## config.mk

```make
export PLATFORM = sky130hd
export DESIGN_NAME = hc_piso_tx
export DESIGN_NICKNAME = d
export VERILOG_FILES = /design/src/rtl/hc_piso_tx.sv
export SDC_FILE = /design/constraint.sdc
export NUM_CORES = 1
export LEC_CHECK = 0
export ABC_AREA = 1
export CAP_MARGIN = 25
export CORE_MARGIN = 3
export CORE_UTILIZATION = 50
export CTS_BUF_LIST = sky130_fd_sc_hd__clkbuf_2 sky130_fd_sc_hd__clkbuf_4 sky130_fd_sc_hd__clkbuf_8
export DETAILED_ROUTE_END_ITERATION = 8
export PLACE_DENSITY_LB_ADDON = 0.05
export SLEW_MARGIN = 20
export SYNTH_ARGS = -nofsm -noshare
export SYNTH_HDL_FRONTEND = slang
export SYNTH_SLANG_ARGS = --single-unit
```

## constraint.sdc

```tcl
create_clock -name Clk -period 1.7 [get_ports Clk]
set_input_delay 0.425 -clock Clk [delete_from_list [all_inputs] [get_ports Clk]]
set_output_delay 0.425 -clock Clk [all_outputs]
set_load 0.02 [all_outputs]
```

## src/rtl/hc_piso_tx.sv

```systemverilog
// hc_piso_tx: parallel-in/serial-out transmitter, MSB first, complementary outputs.
// All state updates on the falling edge of Clk; R is an asynchronous active-low reset.
//
// Ports:
//   Clk   - clock, falling-edge active
//   R     - asynchronous active-low reset
//   Ld    - load request; accepted in idle, or on the final bit edge for a back-to-back word
//   D     - parallel word captured on an accepted load
//   En    - shift enable; low stalls an in-flight word (does not gate a load from idle)
//   Ds    - serial fill bit shifted into the LSB on each shift
//   Q     - serial data out (IDLE_LVL while idle or in reset)
//   Qn    - always ~Q
//   Busy  - high while a word is being transmitted
//   Done  - one-period pulse after the last bit period of a word
module hc_piso_tx #(
   parameter int unsigned WIDTH    = 8,
   parameter logic        IDLE_LVL = 1'b0
) (
   input  logic             Clk,
   input  logic             R,
   input  logic             Ld,
   input  logic [WIDTH-1:0] D,
   input  logic             En,
   input  logic             Ds,
   output logic             Q,
   output logic             Qn,
   output logic             Busy,
   output logic             Done
);

   localparam int unsigned CntW = $clog2(WIDTH);
   localparam logic [CntW-1:0] CntMax = CntW'(WIDTH - 1);

   typedef enum logic {StIdle, StShift} state_e;

   state_e           r_state, w_state_d;
   logic [WIDTH-1:0] r_sr, w_sr_d;
   logic [CntW-1:0]  r_cnt, w_cnt_d;
   logic             r_done, w_done_d;

   always_ff @(negedge Clk or negedge R) begin
      if (!R) begin
         r_state <= StIdle;
         r_sr    <= '0;
         r_cnt   <= '0;
         r_done  <= 1'b0;
      end else begin
         r_state <= w_state_d;
         r_sr    <= w_sr_d;
         r_cnt   <= w_cnt_d;
         r_done  <= w_done_d;
      end
   end

   always_comb begin
      w_state_d = r_state;
      w_sr_d    = r_sr;
      w_cnt_d   = r_cnt;
      w_done_d  = 1'b0;
      unique case (r_state)
         StIdle: begin
            if (Ld) begin
               w_sr_d    = D;
               w_cnt_d   = CntMax;
               w_state_d = StShift;
            end
         end
         StShift: begin
            if (En) begin
               if (r_cnt != '0) begin
                  w_sr_d  = {r_sr[WIDTH-2:0], Ds};
                  w_cnt_d = r_cnt - 1'b1;
               end else begin
                  w_done_d = 1'b1;
                  if (Ld) begin
                     // Back-to-back reload: new MSB appears with no idle gap.
                     w_sr_d  = D;
                     w_cnt_d = CntMax;
                  end else begin
                     // Drop any Ds refill so nothing stale survives into idle.
                     w_sr_d    = '0;
                     w_state_d = StIdle;
                  end
               end
            end
         end
         default: w_state_d = StIdle;
      endcase
   end

   // Outputs come from registers only; no input reaches Q combinationally.
   assign Busy = (r_state == StShift);
   assign Done = r_done;
   assign Q    = Busy ? r_sr[WIDTH-1] : IDLE_LVL;
   assign Qn   = ~Q;

endmodule

```

==> results of run 1 <==
## cells in the final DEF, fill, tap and decap left out, drive strengths merged
cell type / Yosys / routed
clkdlybuf4s50: 0 / 1
nand2: 50 / 50
nor2: 3 / 3
a21oi: 3 / 4
dlygate4sd2: 0 / 9
inv: 10 / 9
clkdlybuf4s15: 0 / 1
o21ai: 2 / 2
clkbuf: 0 / 4
dfrtn: 13 / 13
buf: 3 / 14
clkinv: 0 / 1
ha: 2 / 2
nand3: 9 / 9
o211ai: 1 / 1
## timing repair
item,4_1_cts,5_1_grt
buffers inserted,2,0
gates cloned,1,0
pin swaps,17,3
resized for setup,41,3
setup endpoints to repair,17,15
## registers in the layout, summed over array words and instances, names as in the netlist
| name | flops |
|---|---|
| r_sr | 8 |
| Done | 1 |
| Busy | 1 |
| r_cnt | 3 |
## path summary, 6_finish.rpt
path                            cells after the start              endpoint  slack, ns                 start
min in group asynchronous                           2        Busy$_DFF_NN0_       1.21                     R
worst max register to register                      7   r_sr[6]$_DFFE_NN0P_       0.21        Busy$_DFF_NN0_
worst min register to register                      1  r_cnt[0]$_DFFE_NN0P_       0.42  r_cnt[0]$_DFFE_NN0P_
max in group asynchronous                           2  r_cnt[1]$_DFFE_NN0P_       0.34                     R
worst min-delay path                                1  r_cnt[0]$_DFFE_NN0P_       0.42  r_cnt[0]$_DFFE_NN0P_
worst max-delay path                                3                     Q      -0.58        Busy$_DFF_NN0_
## Yosys cell counts
library cell  number
inv_2              4
a21oi_4            1
nand3_1            9
o211ai_1           1
nor2_1             2
a21oi_2            2
nor2_2             1
nand2_1           46
o21ai_2            1
ha_1               2
nand2_4            3
buf_4              1
buf_6              1
dfrtn_1           13
nand2_2            1
buf_2              1
o21ai_0            1
inv_1              6
## per-stage QoR
step / utilization, % / total power, mW / instances / cell area (um^2)
after floorplan: - / 1.09 / 96 / 778
after global placement: 73.5 / 1.25 / 131 / 992
after detailed placement: 73.5 / 1.28 / 131 / 992
after CTS: 77.6 / 1.51 / 138 / 1050
after global routing: 77.9 / 1.65 / 138 / 1050
final: 77.9 / 1.51 / 138 / 1050
## cell families (layout without fill, tap and decap cells)
kind of cell | count (synthesis) | after routing | synth area share, %
DFF | 13 | 13 | 44.1
AOI/OAI and AO/OA | 6 | 7 | 7.46
adders and majority gates | 2 | 2 | 3.39
buffers and inverters | 13 | 39 | 8.30
and+or+nand+nor | 62 | 62 | 36.8
## layer usage
layer,up-vias,wire (um),GRT usage [%]
li1,353,-,-
met1,309,663,24.2
met2,25,803,34.9
met3,4,97,3.66
met4,0,23,7.23
met5,-,0,0
## cell type report
| cell class | instances | area share, % |
|---|---|---|
| Clock buffer | 4 | 2.85 |
| Inverter | 10 | 4.04 |
| Multi-Input combinational cell | 71 | 38.2 |
| Sequential cell | 13 | 30.9 |
| Tap cell | 15 | 1.78 |
| Timing Repair Buffer | 25 | 22.2 |
## power breakdown
group | internal, mW | leakage, nW | switching, mW
Sequential | 0.451 | 0.160 | 0.0860
Clock | 0.107 | 0.0184 | 0.0983
Combinational | 0.329 | 0.404 | 0.437
==> summary.md, run 1 <==
| Metric | Value |
|---|---|
| Final #Nets | `between 100 and 150` |
| Clk Latency, worst-skew pair | `around 0.27 ns` |
| Max-Cap Viols | `0` |
| Least-Margin Pin Slew | `0.327 ns` |
| Buf+Inv Stages, Crit Path | `2` |
| Share of layout cells above drive strength 1 | `30.9%` |
| Hold buffers post-CTS | `0` |
| Global route overflow | `0` |
| WHS | `roughly 0.42 ns` |
| TritonCTS clock tree | `yes` |
| Footprint of the multi-input gates | `402 um^2` |
| Final setup violating endpoints | `15` |
| Largest net degree at the start of global routing | `14` |
| Critical Path RT | `around 1.3 ns` |
| Residual DRC | `0` |
| Wire per inst | `between 10 and 15 um` |
| P_leak | `a little under 0.6 nW` |
| Reg clk slew, reported paths | `about 0.06 ns` |
| # rows | `13` |
| Hold WC Path Type | `reg -> reg` |
| Final Wtd Congestion | `approximately 0.7` |
| Ant. Diodes | `0` |
| Seq cells post-synth | `13` |
| Dpl ws | `-0.805 ns` |
| Worst-path cell chain | `nand2_8, clkinv_4, buf_6` |
| Core area | `between 0.001 and 0.0015 mm^2` |
| Number of global-route vias before repair | `708` |
| CP top delay family | `flip-flops` |
| Slew Limit Headroom | `about four fifths` |
| Fillers | `101` |
| Clock Tree Buf Depth | `2` |
| H-tree depth | `1` |
| Final Slew Violations | `0` |
| Ports | `17` |
| Die extent in x | `~44 um` |
| Synth top area share | `44.1%` |
| Die span in y | `about 44 um` |
| Worst Path Class, Setup | `reg -> out` |
| Drt pass-1 iters | `4` |
| Final WS setup | `-0.583 ns` |
| Worst stage delay on the critical path | `0.52 ns` |
| YS warnings | `0` |
| Final hold violation count | `0` |
| HPWL after detailed placement | `1180 um` |
| Crit path max fanout | `3` |
| Area growth syn-to-layout | `42.5%` |
| Syn_nets | `roughly 110` |
| Initial Util | `a little over half` |
| Port bufs | `16` |
| Setup TNS | `-2.21 ns` |
| First-pass GRT wire length | `between 2000 and 3000 um` |
| Number of antenna violations at the first check in global routing | `0` |
| Synth area leader | `dfrtn_1` |
| Drt total wl | `approximately 1600 um` |
| GRT Util Overall | `about a fifth` |
| Netlist cell types | `18` |
| WP data arrival | `between 1.5 and 2 ns` |
| RSZ-0062 raised after global routing | `true` |
| Synth Area per Inst | `about 7.7 um^2` |
| CTS sink cnt | `13` |
| Drt first-iter violations | `9` |
| Critical Path Sink Type | `primary output` |
| Pwr per Cell Area | `around 1400 mW/mm^2` |
| Fin Clk Skew | `around 0.0050 ns` |
| Synth top area cells | `dfrtn_1 44%, nand2_1 23%, nand3_1 6.1%` |
| Via count | `691` |
| Area of the mapped netlist | `~740 um^2` |
| Crit path max-delay cell type | `dfrtn_1` |
| Total die area | `0.00197 mm^2` |
| Remaining antenna violation count after routing | `0` |
| Vias per cell | `~5` |
| Failing checks | `negative setup slack` |
| Status | `finished with violations` |
| FF/Latch Area | `approximately 330 um^2` |
| CTS buffer count | `3` |
| VDD IR max | `878 uV` |
| Post-synthesis sequential area ratio | `44.1%` |
| Post-synthesis cell count | `96` |
| CTS root buffer | `clkbuf_4` |
| CP startpoint kind | `flop` |
No activity file was read; power rests on OpenSTA's default activity.
==> run 2: changes to the inputs <==
ABC_CLOCK_PERIOD_IN_PS = 1700   (was default)
==> results of run 2 <==
No change in the layout: final DEF, timing and power equal those of run 1.
==> run 3: changes to the inputs <==
--- a/config.mk
+++ b/config.mk
@@ -8,3 +8,3 @@
 export ABC_AREA = 1
-export ABC_CLOCK_PERIOD_IN_PS = 1700
+export ABC_CLOCK_PERIOD_IN_PS = 2300
 export CAP_MARGIN = 25
==> constraint.sdc (replaced) <==
create_clock -name Clk -period 2.3 [get_ports Clk]
set_input_delay 0.575 -clock Clk [delete_from_list [all_inputs] [get_ports Clk]]
set_output_delay 0.575 -clock Clk [all_outputs]
set_load 0.1 [all_outputs]
==> summary.md, run 3 (same netlist as run 1, synthesis figures left out) <==
| Metric | Value |
|---|---|
| HPWL after detailed placement | `1210 um (was 1180 um)` |
| Status | `finished with violations (unchanged)` |
| Worst reg2reg endpoint | `r_sr[4]$_DFFE_NN0P_ (was r_sr[6]$_DFFE_NN0P_)` |
| Die span in y | `44.4 um (unchanged)` |
| Number of global-route vias before repair | `713 (was 708)` |
| Footprint of the multi-input gates | `382 um^2 (was 402 um^2)` |
| Ant. Diodes | `0 (unchanged)` |
| CTS root buffer | `clkbuf_4 (unchanged)` |
| Pwr per Cell Area | `1230 mW/mm^2 (was 1430 mW/mm^2)` |
| Final WS setup | `-0.594 ns (was -0.583 ns)` |
| Final Wtd Congestion | `0.789 (was 0.703)` |
| Dpl ws | `-0.530 ns (was -0.805 ns)` |
| VDD IR max | `685 uV (was 878 uV)` |
| Final Slew Violations | `0 (unchanged)` |
| Hold Crit Start | `r_cnt[0]$_DFFE_NN0P_ (unchanged)` |
| Final hold violation count | `0 (unchanged)` |
| CTS sink cnt | `13 (unchanged)` |
| Total die area | `0.00197 mm^2 (unchanged)` |
| Drt total wl | `1720 um (was 1590 um)` |
| Drt pass-1 iters | `5 (was 4)` |
| Core area | `0.00135 mm^2 (unchanged)` |
| CP startpoint kind | `flop (unchanged)` |
| Setup TNS | `-2.01 ns (was -2.21 ns)` |
| Die extent in x | `44.4 um (unchanged)` |
| Clock Tree Buf Depth | `2 (unchanged)` |
| RSZ-0062 raised after global routing | `true (unchanged)` |
| Setup repair bufs after CTS | `0 (was 2)` |
| Least-Margin Pin Slew | `0.307 ns (was 0.327 ns)` |
| Crit path max fanout | `3 (unchanged)` |
| Ports | `17 (unchanged)` |
| Biggest registers after layout | `r_sr x8, r_cnt x3 (unchanged)` |
| Global route overflow | `0 (unchanged)` |
| GRT Util Overall | `20.7% (was 19.9%)` |
| Share of layout cells above drive strength 1 | `25.8% (was 30.9%)` |
| First-pass GRT wire length | `2910 um (was 2890 um)` |
| Via count | `717 (was 691)` |
| Final setup violating endpoints | `4 (was 15)` |
| Drt first-iter violations | `27 (was 9)` |
| Initial Util | `54.7% (unchanged)` |
| Largest net degree at the start of global routing | `14 (unchanged)` |
| Reg clk slew, reported paths | `0.06 ns (about the same)` |
| Fillers | `98 (was 101)` |
| Slew Limit Headroom | `79.5% (was 78.1%)` |
| WP data arrival | `2.32 ns (was 1.86 ns)` |
| Worst r2r src | `r_cnt[0]$_DFFE_NN0P_ (was Busy$_DFF_NN0_)` |
| Critical Path Sink Type | `primary output (unchanged)` |
| H-tree depth | `1 (unchanged)` |
| Residual DRC | `0 (unchanged)` |
| Most common cell after layout, fill and taps aside | `nand2_1 (unchanged)` |
| P_leak | `0.562 nW (was 0.582 nW)` |
| Most frequent cells in the layout | `45 x nand2_1, 13 x dfrtn_1, 10 x clkdlybuf4s50_1 (was 44 x nand2_1, 13 x dfrtn_1, 9 x nand3_1, 9 x dlygate4sd2_1, 7 x buf_4)` |
| Remaining antenna violation count after routing | `0 (unchanged)` |
| Critical Path RT | `1.73 ns (was 1.27 ns)` |
| Port bufs | `16 (unchanged)` |
| Fin Clk Skew | `0.00194 ns (was 0.00495 ns)` |
| Worst reg-to-reg setup slack | `0.75 ns (was 0.21 ns)` |
| Number of antenna violations at the first check in global routing | `0 (unchanged)` |
| Final #Nets | `136 (was 139)` |
| FF/Latch Area | `325 um^2 (unchanged)` |
| TritonCTS clock tree | `yes (unchanged)` |
| # rows | `13 (unchanged)` |
| Flip-flop count of the largest register after layout | `8 (unchanged)` |
| Area growth syn-to-layout | `42.0% (was 42.5%)` |
| Reg2reg path depth | `8 (was 7)` |
| Hold Path Stages | `1 (unchanged)` |
| Vias per cell | `5.31 (was 5.01)` |
| Clk Latency, worst-skew pair | `0.28 ns (was 0.27 ns)` |
| Hold WC Path Type | `reg -> reg (unchanged)` |
| Failing checks | `negative setup slack (unchanged)` |
| CTS buffer count | `3 (unchanged)` |
| Max-Cap Viols | `0 (unchanged)` |
| Worst Path Class, Setup | `reg -> out (unchanged)` |
| Largest register by flop count | `r_sr (unchanged)` |
| Wire per inst | `12.7 um (was 11.5 um)` |
| Endpoint, Worst Hold | `r_cnt[0]$_DFFE_NN0P_ (unchanged)` |
==> run 3: changes by cell type in the layout (fill, tap and decap cells not counted), sizes merged <==
| cell | delta |
|---|---|
| clkdlybuf4s15 | -1 |
| dlygate4sd2 | -8 |
| clkinv | -1 |
| clkinvlp | +1 |
| buf | -4 |
| clkdlybuf4s50 | +9 |
| clkbuf | +1 |
==> run 3: cell type report <==
class	instances	area share, %
clock buffer	4	2.86
multi-input combinational	71	36.4
sequential	13	31.0
tap	15	1.79
timing repair buffer	22	24.0
inverter	10	3.94
==> run 3: metal layers <==
| layer | share of wire [%] | track usage (%) |
|---|---|---|
| met4 | 0.70 | 7.23 |
| met3 | 8.7 | 7.32 |
| met2 | 48 | 33.4 |
| met1 | 42 | 25.4 |
| met5 | 0 | 0 |
==> run 3: repair_timing <==
| action | CTS | global route |
|---|---|---|
| gates resized for setup | 4 | 2 |
| pin swaps | 2 | 1 |
| endpoints found under the setup margin | 16 | 15 |
| gates cloned | 1 | 0 |
| hold buffers | 0 | 0 |
==> run 3: worst max-delay path by stage <==
stage / from / slack, ns / cells past startpoint / end
floorplan: Busy$_DFF_NN0_ / -1.25 / 3 / Q
global placement: En / -0.50 / 7 / r_sr[7]$_DFFE_NN0P_
detailed placement: En / -0.53 / 5 / r_cnt[2]$_DFFE_NN0P_
CTS: Busy$_DFF_NN0_ / -0.60 / 2 / Busy
global route: Busy$_DFF_NN0_ / -0.62 / 2 / Busy
finish: Busy$_DFF_NN0_ / -0.59 / 2 / Busy
==> run 3: power breakdown <==
group          internal (mW)  total, mW  switching [mW]
clock network         0.0791      0.157          0.0779
registers              0.334      0.405          0.0717
logic                  0.273      0.727           0.455
total                  0.686       1.29           0.604
==> run 3: through the flow <==
step	hold slack [ns]	area (um^2)	util [%]	cells	power, mW
after floorplan	0.395	764	-	96	0.931
after global placement	0.412	1010	74.9	130	1.11
after detailed placement	0.417	1010	74.9	130	1.13
after CTS	0.420	1050	77.9	135	1.30
after global routing	0.447	1050	77.7	135	1.38
final	0.416	1050	77.7	135	1.29
==> run 3: worst max-delay path, stage by stage, from the launching register on <==
cell and delay (ns):
dfrtn_1 0.54, buf_4 0.18, buf_12 0.17
